===== src/rtl/clock_time_controller.sv =====
// 12-hour clock with a RUN / SET_HOUR / SET_MIN mode machine driven by two
// pre-conditioned push buttons and a prescaler producing a one-second tick.
module clock_time_controller #(
    parameter int TICK_DIV = 1000
) (
    input  logic       CLK,
    input  logic       RST,
    input  logic       BTN_MODE,
    input  logic       BTN_INC,
    output logic [3:0] CNT12,
    output logic [5:0] CNT_MIN,
    output logic [5:0] CNT_SEC,
    output logic       PM,
    output logic [1:0] MODE,
    output logic       SEC_TICK
);

    localparam int PW = (TICK_DIV > 2) ? $clog2(TICK_DIV) : 1;
    localparam logic [PW-1:0] PRESC_LAST = PW'(TICK_DIV - 1);

    typedef enum logic [1:0] {
        RUN      = 2'b00,
        SET_HOUR = 2'b01,
        SET_MIN  = 2'b10,
        ILLEGAL  = 2'b11
    } state_t;

    state_t        state;
    state_t        state_next;
    logic [PW-1:0] presc;
    logic          mode_prev;
    logic          inc_prev;
    logic          mode_edge;
    logic          inc_edge;
    logic          tick;
    logic          presc_run;
    logic          presc_clr;
    logic          sec_clr;
    logic          inc_hour;
    logic          inc_min;
    logic          sec_carry;
    logic          min_step;
    logic          hour_step;

    assign mode_edge = BTN_MODE & ~mode_prev;
    assign inc_edge  = BTN_INC & ~inc_prev;
    assign MODE      = state;

    always_ff @(posedge CLK) begin
        if (RST) begin
            state <= RUN;
        end else begin
            state <= state_next;
        end
    end

    // A mode edge always wins over an increment edge or a tick in the same cycle.
    always_comb begin
        state_next = state;
        tick       = 1'b0;
        presc_run  = 1'b0;
        presc_clr  = 1'b0;
        sec_clr    = 1'b0;
        inc_hour   = 1'b0;
        inc_min    = 1'b0;
        case (state)
            RUN: begin
                if (mode_edge) begin
                    state_next = SET_HOUR;
                    presc_clr  = 1'b1;
                    sec_clr    = 1'b1;
                end else begin
                    presc_run = 1'b1;
                    tick      = (presc == PRESC_LAST);
                end
            end
            SET_HOUR: begin
                if (mode_edge) begin
                    state_next = SET_MIN;
                end else begin
                    inc_hour = inc_edge;
                end
            end
            SET_MIN: begin
                if (mode_edge) begin
                    state_next = RUN;
                    presc_clr  = 1'b1;
                end else begin
                    inc_min = inc_edge;
                end
            end
            default: begin
                state_next = RUN;
            end
        endcase
    end

    assign sec_carry = tick && (CNT_SEC == 6'd59);
    assign min_step  = sec_carry || inc_min;
    assign hour_step = (sec_carry && (CNT_MIN == 6'd59)) || inc_hour;

    always_ff @(posedge CLK) begin
        if (RST) begin
            mode_prev <= 1'b0;
            inc_prev  <= 1'b0;
            presc     <= '0;
            SEC_TICK  <= 1'b0;
            CNT_SEC   <= 6'd0;
            CNT_MIN   <= 6'd0;
            CNT12     <= 4'd0;
            PM        <= 1'b0;
        end else begin
            mode_prev <= BTN_MODE;
            inc_prev  <= BTN_INC;
            SEC_TICK  <= tick;

            if (presc_clr) begin
                presc <= '0;
            end else if (presc_run) begin
                presc <= tick ? '0 : presc + 1'b1;
            end

            if (sec_clr) begin
                CNT_SEC <= 6'd0;
            end else if (tick) begin
                CNT_SEC <= (CNT_SEC >= 6'd59) ? 6'd0 : CNT_SEC + 6'd1;
            end

            // Minute wrap from a SET_MIN increment does not feed hour_step.
            if (min_step) begin
                CNT_MIN <= (CNT_MIN >= 6'd59) ? 6'd0 : CNT_MIN + 6'd1;
            end

            if (hour_step) begin
                if (CNT12 >= 4'd11) begin
                    CNT12 <= 4'd0;
                    PM    <= ~PM;
                end else begin
                    CNT12 <= CNT12 + 4'd1;
                end
            end
        end
    end

endmodule


===== config.mk =====
export PLATFORM = sky130hd
export DESIGN_NAME = clock_time_controller
export DESIGN_NICKNAME = d
export VERILOG_FILES = /design/src/rtl/clock_time_controller.sv
export SDC_FILE = /design/constraint.sdc
export NUM_CORES = 1
export LEC_CHECK = 0
export BUFFER_PORTS_ARGS = -buffer_cell sky130_fd_sc_hd__clkbuf_2
export CORE_MARGIN = 5
export CORE_UTILIZATION = 55
export DETAILED_ROUTE_END_ITERATION = 8
export PLACE_DENSITY = 0.78
export SLEW_MARGIN = 20
export SYNTH_ARGS = -nofsm -noshare
export SYNTH_HDL_FRONTEND = slang
export SYNTH_SLANG_ARGS = --single-unit

===== constraint.sdc =====
create_clock -name CLK -period 4 [get_ports CLK]
set_clock_uncertainty 0.2 [all_clocks]
set_input_delay 0.2 -clock CLK [delete_from_list [all_inputs] [get_ports CLK]]
set_output_delay 0.2 -clock CLK [all_outputs]
set_load 0.02 [all_outputs]

==> qor.yml, run 1 <==
outcome:
  status: "complete, no violations"
layout:
  diodes: 0
  drive_above_1_share: 0.196
  final_cells: 240
  syn_to_final_growth_pct: 14.0
  fillCellCount: 262
  finalNetCount: 216
  design_area_um2: 1790
drt:
  drtIter0Drc: 95
  ant_nets: 0
  wirelength_um: 3160
  avgRoutedWirePerCell_um: 13.2
  via_per_inst: 5.50
  drc: 0
  vias: 1320
  drt-pass1-iter-count: 4
clocking:
  clock-sinks: 32
  cts_buffer_depth: 2
  clk_latency_ns: 0.34
  postCtsSetupRepairBufs: 0
  cts_tree: "yes"
  cts_made_buffers: 5
  clkTransAtPathRegs_ns: 0.10
  cts_resized: 0
  h-tree-depth: 2
  cts_root_buffer: "clkbuf_4"
floorplanning:
  die_y_um: 63.5
  fp-row-count: 19
  die_w_um: 63.5
  start_util: 0.570
  core_um2: 2760
  ios: 24
  dieArea_um2: 4030
synthesis:
  synthXorXnorAreaFrac: 0.0724
  ys_types: 42
  synth_area_um2: 1570
  synth_cells: 179
  synth-edff-count: 0
  synthTopCellsByArea: "dfxtp_1, nor2_1, xor2_1"
  syn_area_per_cell_um2: 8.79
  synth_compound_area_frac: 0.133
  ys_ff_latch: 32
  syn_nets: 187
  synth_top_family_by_area: "simple AND/OR/NAND/NOR gates"
  yosys_warnings: 0
  synthArstFlopShare: 0
  synth.area.mux_share: 0.00636
  yosys.area.top_type: "dfxtp_1"
  synth_adder_area_share: 0.0318
  ys.flop_type: "dfxtp_1"
  synth_top_area_share: 0.407
  synthTopCellsByCount: "dfxtp_1, nor2_1, nand2_1"
  ys_seq_area_frac: 0.407
  synth-simple-area-share: 0.330
  synth_most_common_cell: "dfxtp_1"
timing:
  finalWorstPathRequiredPeriod_ns: 2.46
  rsz0062_at_grt: "false"
  maxSlewHeadroom: 0.521
  drv_slew: 0
  worstMarginPinSlew_ns: 0.717
  hold_violations: 0
  fin_tns_setup_ns: 0
  finalSetupViolCount: 0
  fmax_mhz: 406
  min_period_over_period: 0.616
critical_path:
  startpoint: "BTN_MODE"
  start_kind: "input pin"
  worstPathCellList: "dlygate4sd3_1, clkbuf_2, nor2b_1, nor3_4, nand2_1, o31ai_1, nor2_1"
  crit_type: "in -> reg"
  rrSetupSlack_ns: 1.59
  crit_fanout: 10
  end_kind: "flop"
  r2r-start: "MODE[0]$_SDFFE_PP0P_"
  cp.arrival_ns: 2.47
  slowest_stage: "o31ai_1"
  cp.required_ns: 4.01
  max_stage_delay_ns: 0.58
global_route:
  antenna_found_initial: 0
  grt_overflow: 0
  grt_max_degree: 22
  grt_use_total: 0.180
  grt_pass1_vias: 1314
  grt_pass1_wl_um: 5780
place:
  gp_congestion: 0.845
  place_inst: 230
  portBuffers: 23
  placed_area_um2: 1700
  dp_hpwl_um: 2330
run:
  maxCapViolations: 0
pwr:
  p_per_area_nw_per_um2: 347
  power_mw: 0.623
  p_leak_nw: 0.681
  vdd_drop_max_v: 0.000352
hold_path:
  hp-start: "RST"
  hold_path_class: "in -> reg"
[final cells by class]
type                       count  area, um^2  area share
clock buffer                   6        41.3      0.0230
tap                           31        38.8      0.0216
clock inverter                 2        35.0      0.0195
sequential                    32         641       0.357
timing repair buffer          25         135      0.0754
multi-input combinational    144         902       0.503
[registers in the layout (all words and copies together) (netlist names)]
signal / cells
CNT12: 4
CNT_MIN: 6
CNT_SEC: 6
MODE: 2
PM: 1
SEC_TICK: 1
inc_prev: 1
mode_prev: 1
presc: 10
[critical path: cells and delay by family]
kind	cells	cell delay [ns]
AO/OA/AOI/OAI	1	0.58
buffers and inverters	2	0.65
AND/OR/NAND/NOR	4	1.04
[stage by stage]
stage | hold WS, ns | utilization | worst slack (ns)
after floorplan | 0.128 | - | 1.74
after global placement | 0.222 | 0.615 | 1.75
after detailed placement | 0.233 | 0.615 | 1.63
after CTS | 0.0758 | 0.650 | 1.56
after global routing | 0.0981 | 0.650 | 1.37
final | 0.112 | 0.650 | 1.54
[final timing paths]
check	endpoint	depth (start not counted)
min reg2reg	CNT12[1]$_SDFFE_PP0P_	2
max	CNT_SEC[5]$_SDFFE_PP0N_	7
max reg2reg	CNT_SEC[5]$_SDFFE_PP0N_	5
min	CNT12[1]$_SDFFE_PP0P_	2
[logic make-up (layout without fill, tap and decap cells)]
group,Yosys count,count (layout)
DFF,32,32
AOI/OAI and AO/OA,32,32
and+or+nand+nor,94,94
muxes,1,1
adders and majority gates,4,4
xor gates and xnor gates,13,13
buffers and inverters,3,33
[repair_timing]
item,in CTS,in global routing
hold buffers,2,0
hold endpoints to repair,2,0
endpoints found under the setup margin,0,0
[placed cells by master (no fill, tap or decap), types with 5 or more instances in the layout]
cell type	n
clkbuf_2	23
nand3_1	8
nor2_1	29
a21oi_1	8
clkbuf_4	5
o21ai_0	9
xnor2_1	6
dfxtp_1	32
xor2_1	7
nand2b_1	5
nor2b_1	5
nand2_1	15
[metal layers]
layer | track usage | up-vias | part of all wire
met4 | 0.0857 | 0 | 0.021
met1 | 0.228 | 600 | 0.48
met5 | 0 | - | 0
met2 | 0.265 | 23 | 0.45
li1 | - | 690 | -
met3 | 0.0693 | 7 | 0.051
[power by group]
group          switching (mW)  internal [mW]  total [mW]
combinational          0.0297         0.0190      0.0487
clock                   0.111          0.131       0.242
sequential            0.00760          0.325       0.332
(Power assumes the default switching activity.)
==> run 2, diff against run 1 <==
==> constraint.sdc (replaced) <==
create_clock -name CLK -period 2.5 [get_ports CLK]
set_clock_uncertainty 0.2 [all_clocks]
set_input_delay 0.125 -clock CLK [delete_from_list [all_inputs] [get_ports CLK]]
set_output_delay 0.125 -clock CLK [all_outputs]
set_load 0.02 [all_outputs]
==> run 2 against run 1 <==
Net effect:
- critical path depth decreased by 1
- total power up 51%
- non-clock buffer count is 3 higher
- sequential power grew 60%
- via count up 3.9%
- sequential share of layout area shrank 0.22 points
- critical endpoint is now CNT12[2]$_SDFFE_PP0P_
==> qor.yml, run 2 (synthesis gave the netlist of run 1 again) <==
outcome:
  status: "complete, no violations"
layout:
  drive_above_1_share: 0.209  # +0.0124
  largestRegisters: "presc: 10 flops, CNT_MIN: 6 flops, CNT_SEC: 6 flops"
  syn_to_final_growth_pct: 14.7
  final_common_cell: "dfxtp_1"
  layout_common_cells: "dfxtp_1, nor2_1, clkbuf_2"
  largest_register_ffs: 10  # unchanged
  finalNetCount: 219  # +1.4%
  top_register: "presc"
  fillCellCount: 237  # -9.5%
  diodes: 0  # unchanged
floorplanning:
  die_w_um: 63.5  # unchanged
  core_um2: 2760  # unchanged
  die_y_um: 63.5  # unchanged
  ios: 24  # unchanged
  dieArea_um2: 4030  # unchanged
  fp-row-count: 19  # unchanged
  start_util: 0.570  # unchanged
clocking:
  clock-sinks: 32  # unchanged
  cts_buffer_depth: 2  # unchanged
  cts_resized: 0  # unchanged
  h-tree-depth: 2  # unchanged
  clkTransAtPathRegs_ns: 0.10  # about the same
  cts_tree: "yes"
  cts_made_buffers: 5  # unchanged
  clk_latency_ns: 0.34  # about the same
  cts_root_buffer: "clkbuf_4"
critical_path:
  r2r-start: "CNT_SEC[0]$_SDFFE_PP0N_"
  path_buf_inv: 0  # -2
  slowest_stage: "or4b_1"
  start_kind: "flop"
  startpoint: "CNT_SEC[0]$_SDFFE_PP0N_"
  worstRegToRegCells: 6  # +1
  crit_fanout: 10  # unchanged
  cp-endpoint: "CNT12[2]$_SDFFE_PP0P_"
  end_kind: "flop"
  crit_type: "reg -> reg"
  cp.arrival_ns: 2.34  # -0.13 ns
  worstPathCellList: "ha_1, or2b_1, nor4_4, a31oi_4, or4b_1, a31oi_1"
  cp.required_ns: 2.57  # -1.44 ns
  max_stage_delay_ns: 0.50  # -0.08 ns
  rr_endpoint: "CNT12[2]$_SDFFE_PP0P_"
  rrSetupSlack_ns: 0.22  # -1.37 ns
  cp.depth: 6  # -1
  crit_family: "simple AND/OR/NAND/NOR gates"
pwr:
  pwr-share-seq: 0.564  # +0.030
  vdd_drop_max_v: 0.000385  # +9.6%
  p_per_area_nw_per_um2: 522  # +50%
  p_switching_mw: 0.229  # +55%
  comb_power_share: 0.087  # +0.009
  internal_power_mw: 0.712  # +50%
  p_leak_nw: 0.690  # +1.4%
  switching_share: 0.244  # +0.00597
  power.share.clock: 0.350  # -0.038
drt:
  drtIter0Drc: 92  # -3.2%
  drc: 0  # unchanged
  avgRoutedWirePerCell_um: 13.4  # +1.5%
  via_per_inst: 5.67  # +3.0%
  ant_nets: 0  # unchanged
  vias: 1371  # +3.9%
  drt-pass1-iter-count: 4  # unchanged
  wirelength_um: 3230  # +2.4%
timing:
  holdWs_ns: 0.0228  # -0.0889 ns
  finalSetupViolCount: 0  # unchanged
  drv_slew: 0  # unchanged
  fin_tns_setup_ns: 0  # unchanged
  maxSlewHeadroom: 0.504  # -0.0169
  worstMarginPinSlew_ns: 0.742  # +0.0253 ns
  min_period_over_period: 0.911
  hold_violations: 0  # unchanged
  rsz0062_at_grt: "false"
  fmax_mhz: 439
  finalWorstPathRequiredPeriod_ns: 2.28
global_route:
  grt_use_total: 0.177  # -0.00324
  grt_max_degree: 22  # unchanged
  grt_pass1_vias: 1351  # +2.8%
  antenna_found_initial: 0  # unchanged
  grt_pass1_wl_um: 5780  # unchanged
  grt_overflow: 0  # unchanged
run:
  maxCapViolations: 0  # unchanged
place:
  dp_hpwl_um: 2430  # +4.2%
  portBuffers: 23  # unchanged
  gp_congestion: 0.803  # -4.9%
hold_path:
  hold_path_class: "in -> reg"
-- run 2: timing repair --
item,4_1_cts,5_1_grt
hold endpoints to repair,2,0
hold buffers,2,0
buffers inserted,0,0
-- run 2: power groups by stage --
stage	combinational (mW)	sequential, mW	clock, mW
detailed placement	0.0789	0.542	0
floorplan	0.0548	0.547	0
finish	0.0816	0.530	0.329
global route	0.0907	0.533	0.360
CTS	0.0821	0.530	0.336
global placement	0.0770	0.541	0
-- run 2: final cells by class --
class                   instances  area (um^2)  share of cell area
multi-input cells             144          902               0.500
flip-flops and latches         32          641               0.355
well taps                      31         38.8              0.0215
repair buffers                 28          158              0.0874
clock buffers                   7         65.1              0.0361
-- run 2: worst min-delay path by stage --
| stage | slack (ns) | start | to | depth (start not counted) |
|---|---|---|---|---|
| CTS | 0.02 | RST | CNT_MIN[2]$_SDFFE_PP0P_ | 2 |
| finish | 0.02 | RST | PM$_SDFFE_PP0P_ | 2 |
| global placement | 0.15 | BTN_INC | inc_prev$_SDFF_PP0_ | 2 |
| detailed placement | 0.17 | BTN_INC | inc_prev$_SDFF_PP0_ | 2 |
| floorplan | 0.05 | BTN_INC | inc_prev$_SDFF_PP0_ | 1 |
| global route | 0.05 | RST | PM$_SDFFE_PP0P_ | 2 |
-- run 2: worst register-to-register path: stages (launching register included) --
cell     delay, ns
dfxtp_1       0.40
ha_1          0.26
or2b_1        0.28
nor4_4        0.24
a31oi_4       0.17
or4b_1        0.50
a31oi_1       0.18
-- run 2: per-stage QoR --
stage	cells	util	cell area, um^2	power, mW	setup WS, ns
2_1_floorplan	179	-	1570	0.602	0.237
3_3_place_gp	233	0.623	1720	0.618	0.300
3_5_place_dp	233	0.623	1720	0.621	0.232
4_1_cts	242	0.654	1800	0.948	0.199
5_1_grt	242	0.654	1800	0.983	0.0891
6_report	242	0.654	1800	0.941	0.224
-- run 2: per-layer routing --
layer / vias to the layer above / share of wire / GRT usage / wire length, um
met2: 27 / 0.47 / 0.311 / 1530
met5: - / 0 / 0 / 0
li1: 693 / - / - / -
met1: 644 / 0.45 / 0.198 / 1450
met4: 0 / 0.020 / 0.0779 / 65
met3: 7 / 0.056 / 0.0444 / 181
==> run 3, diff against run 2 <==
--- a/config.mk
+++ b/config.mk
@@ -7,9 +7,9 @@
 export LEC_CHECK = 0
 export BUFFER_PORTS_ARGS = -buffer_cell sky130_fd_sc_hd__clkbuf_2
 export CORE_MARGIN = 5
-export CORE_UTILIZATION = 55
+export CORE_UTILIZATION = 50
 export DETAILED_ROUTE_END_ITERATION = 8
-export PLACE_DENSITY = 0.78
+export PLACE_DENSITY = 0.74
 export SLEW_MARGIN = 20
 export SYNTH_ARGS = -nofsm -noshare
 export SYNTH_HDL_FRONTEND = slang
==> constraint.sdc (replaced) <==
create_clock -name CLK -period 1.8 [get_ports CLK]
set_clock_uncertainty 0.2 [all_clocks]
set_input_delay 0.09 -clock CLK [delete_from_list [all_inputs] [get_ports CLK]]
set_output_delay 0.09 -clock CLK [all_outputs]
set_load 0.02 [all_outputs]
==> run 3 against run 2 <==
Net effect:
- the run now ends with setup timing left
- fmax grew 4.3%
- via count rose by 21%
- clock power grew 48%
- highest routed layer unchanged
- largest power group unchanged
==> qor.yml, run 3 (synthesis gave the netlist of run 1 again) <==
global_route:
  antenna_found_initial: 0  # unchanged
  grt_overflow: 0  # unchanged
  grt_pass1_wl_um: 7620  # +32%
  grt_use_total: 0.230  # +0.0536
  grt_max_degree: 21  # -4.5%
  grt_pass1_vias: 1761  # +30%
timing:
  maxSlewHeadroom: 0.598  # +0.0939
  min_period_over_period: 1.21  # +0.302
  holdWs_ns: 0.0856  # +0.0629 ns
  rsz0062_at_grt: "true"
  drv_slew: 0  # unchanged
  hold_violations: 0  # unchanged
  fmax_mhz: 458  # +4.3%
  worst_slack_ns: -0.383  # -0.606 ns
  finalSetupViolCount: 27  # +27
  fin_tns_setup_ns: -4.81  # -4.81 ns
  worstMarginPinSlew_ns: 0.595  # -0.148 ns
  finalWorstPathRequiredPeriod_ns: 2.18  # -0.0938 ns
pwr:
  power_mw: 1.40  # +49%
  p_leak_nw: 1.06  # +53%
  p_per_area_nw_per_um2: 569  # +9.0%
  vdd_drop_max_v: 0.000554  # +44%
clocking:
  cts_buffer_depth: 2  # unchanged
  clock-sinks: 32  # unchanged
  cts_made_buffers: 5  # unchanged
  clk_latency_ns: 0.35  # about the same
  h-tree-depth: 2  # unchanged
  clkTransAtPathRegs_ns: 0.11  # about the same
  cts_tree: "yes"
  cts_root_buffer: "clkbuf_4"
drt:
  wirelength_um: 4600  # +42%
  drtIter0Drc: 100  # +8.7%
  drt-pass1-iter-count: 6  # +2
  vias: 1658  # +21%
  avgRoutedWirePerCell_um: 14.6  # +9.7%
  drc: 0  # unchanged
  ant_nets: 0  # unchanged
  via_per_inst: 5.28  # -6.8%
layout:
  syn_to_final_growth_pct: 56.7
  finalNetCount: 277  # +26%
  utilization: 0.814  # +0.160
  largestRegisters: "presc: 10 flops, CNT_MIN: 6 flops, CNT_SEC: 6 flops"
  diodes: 0  # unchanged
  top_register: "presc"
  largest_register_ffs: 10  # unchanged
  multi_input_area_um2: 1050  # +16%
  fillCellCount: 177  # -25%
  ff_latch_area_um2: 657  # +2.5%
  final_cells: 314  # +30%
  design_area_um2: 2460  # +37%
  final_common_cell: "buf_4"
  layout_common_cells: "buf_4, nor2_1, dfxtp_1, clkbuf_2, nand2_1"
  drive_above_1_share: 0.485  # +0.277
floorplanning:
  die_w_um: 66.1  # +4.1%
  dieArea_um2: 4370  # +8.4%
  die_y_um: 66.1  # +4.1%
  fp-row-count: 20  # +1
  start_util: 0.519  # -0.0509
  core_um2: 3030  # +9.8%
  ios: 24  # unchanged
hold_path:
  hold_path_class: "in -> reg"
critical_path:
  end_kind: "flop"
  crit_type: "reg -> reg"
  cp.required_ns: 1.86  # -0.71 ns
  worstRegToRegCells: 5  # -1
  rrSetupSlack_ns: -0.38  # -0.61 ns
  r2r-start: "presc[3]$_SDFFE_PP0P_"
  startpoint: "presc[3]$_SDFFE_PP0P_"
  cp.arrival_ns: 2.25  # -0.09 ns
  worstPathCellList: "or3b_4, nor4_4, a31oi_4, or4b_1, a31oi_1"
  max_stage_delay_ns: 0.50  # about the same
  crit_fanout: 4  # -6
  rr_endpoint: "CNT12[2]$_SDFFE_PP0P_"
  path_buf_inv: 0  # unchanged
  slowest_stage: "or4b_1"
  crit_family: "simple AND/OR/NAND/NOR gates"
  start_kind: "flop"
  cp-endpoint: "CNT12[2]$_SDFFE_PP0P_"
  cp.depth: 5  # -1
outcome:
  status: "finished, violations left"
  failed_checks: "setup timing"
place:
  placed_area_um2: 2100  # +22%
  portBuffers: 23  # unchanged
  place_ws_ns: -0.388  # -0.619 ns
  dp_hpwl_um: 3110  # +28%
  place_inst: 291  # +25%
  gp_congestion: 0.812  # +1.1%
run:
  maxCapViolations: 0  # unchanged
[run 3: cell count changes in the layout (fill, tap and decap cells not counted), sizes merged]
cell and change:
buf +55, clkinv +1, dlygate4sd3 +3
[run 3: worst register-to-register path, stage by stage, from the launching register on]
cell and delay (ns):
dfxtp_2 0.33, or3b_4 0.41, nor4_4 0.37, a31oi_4 0.15, or4b_1 0.50, a31oi_1 0.15
[run 3: per-layer routing]
| metal | track usage | share of wire |
|---|---|---|
| met5 | 0 | 0 |
| met4 | 0.0964 | 0.024 |
| met3 | 0.0629 | 0.051 |
| met2 | 0.449 | 0.54 |
| met1 | 0.221 | 0.39 |
[run 3: area by class of cell]
type / count / share of cell area
clock inverters: 1 / 0.00203
well taps: 44 / 0.0223
repair buffers: 86 / 0.257
clock buffers: 7 / 0.0269
flip-flops and latches: 32 / 0.266
multi-input cells: 144 / 0.425
[run 3: where the power goes]
group	switching, mW	internal (mW)	leakage (nW)
clock	0.251	0.235	0.0404
sequential	0.0151	0.721	0.264
combinational	0.0923	0.0872	0.751
total	0.358	1.04	1.06
[run 3: repair_timing]
| item | in CTS | in global routing |
|---|---|---|
| hold endpoints to repair | 12 | 0 |
| setup buffers | 5 | 5 |
| hold buffers | 5 | 0 |
| gates resized for setup | 38 | 10 |
| pin swaps | 23 | 12 |
| setup endpoints to repair | 26 | 24 |
[run 3: how the worst min path moves through the flow]
stage | start | to | slack, ns | cells past startpoint
floorplan | BTN_INC | inc_prev$_SDFF_PP0_ | 0.02 | 1
global placement | BTN_INC | inc_prev$_SDFF_PP0_ | 0.13 | 2
detailed placement | BTN_INC | inc_prev$_SDFF_PP0_ | 0.14 | 2
CTS | BTN_MODE | MODE[0]$_SDFFE_PP0P_ | 0.03 | 4
global route | BTN_MODE | MODE[0]$_SDFFE_PP0P_ | 0.15 | 4
finish | BTN_MODE | MODE[0]$_SDFFE_PP0P_ | 0.09 | 4
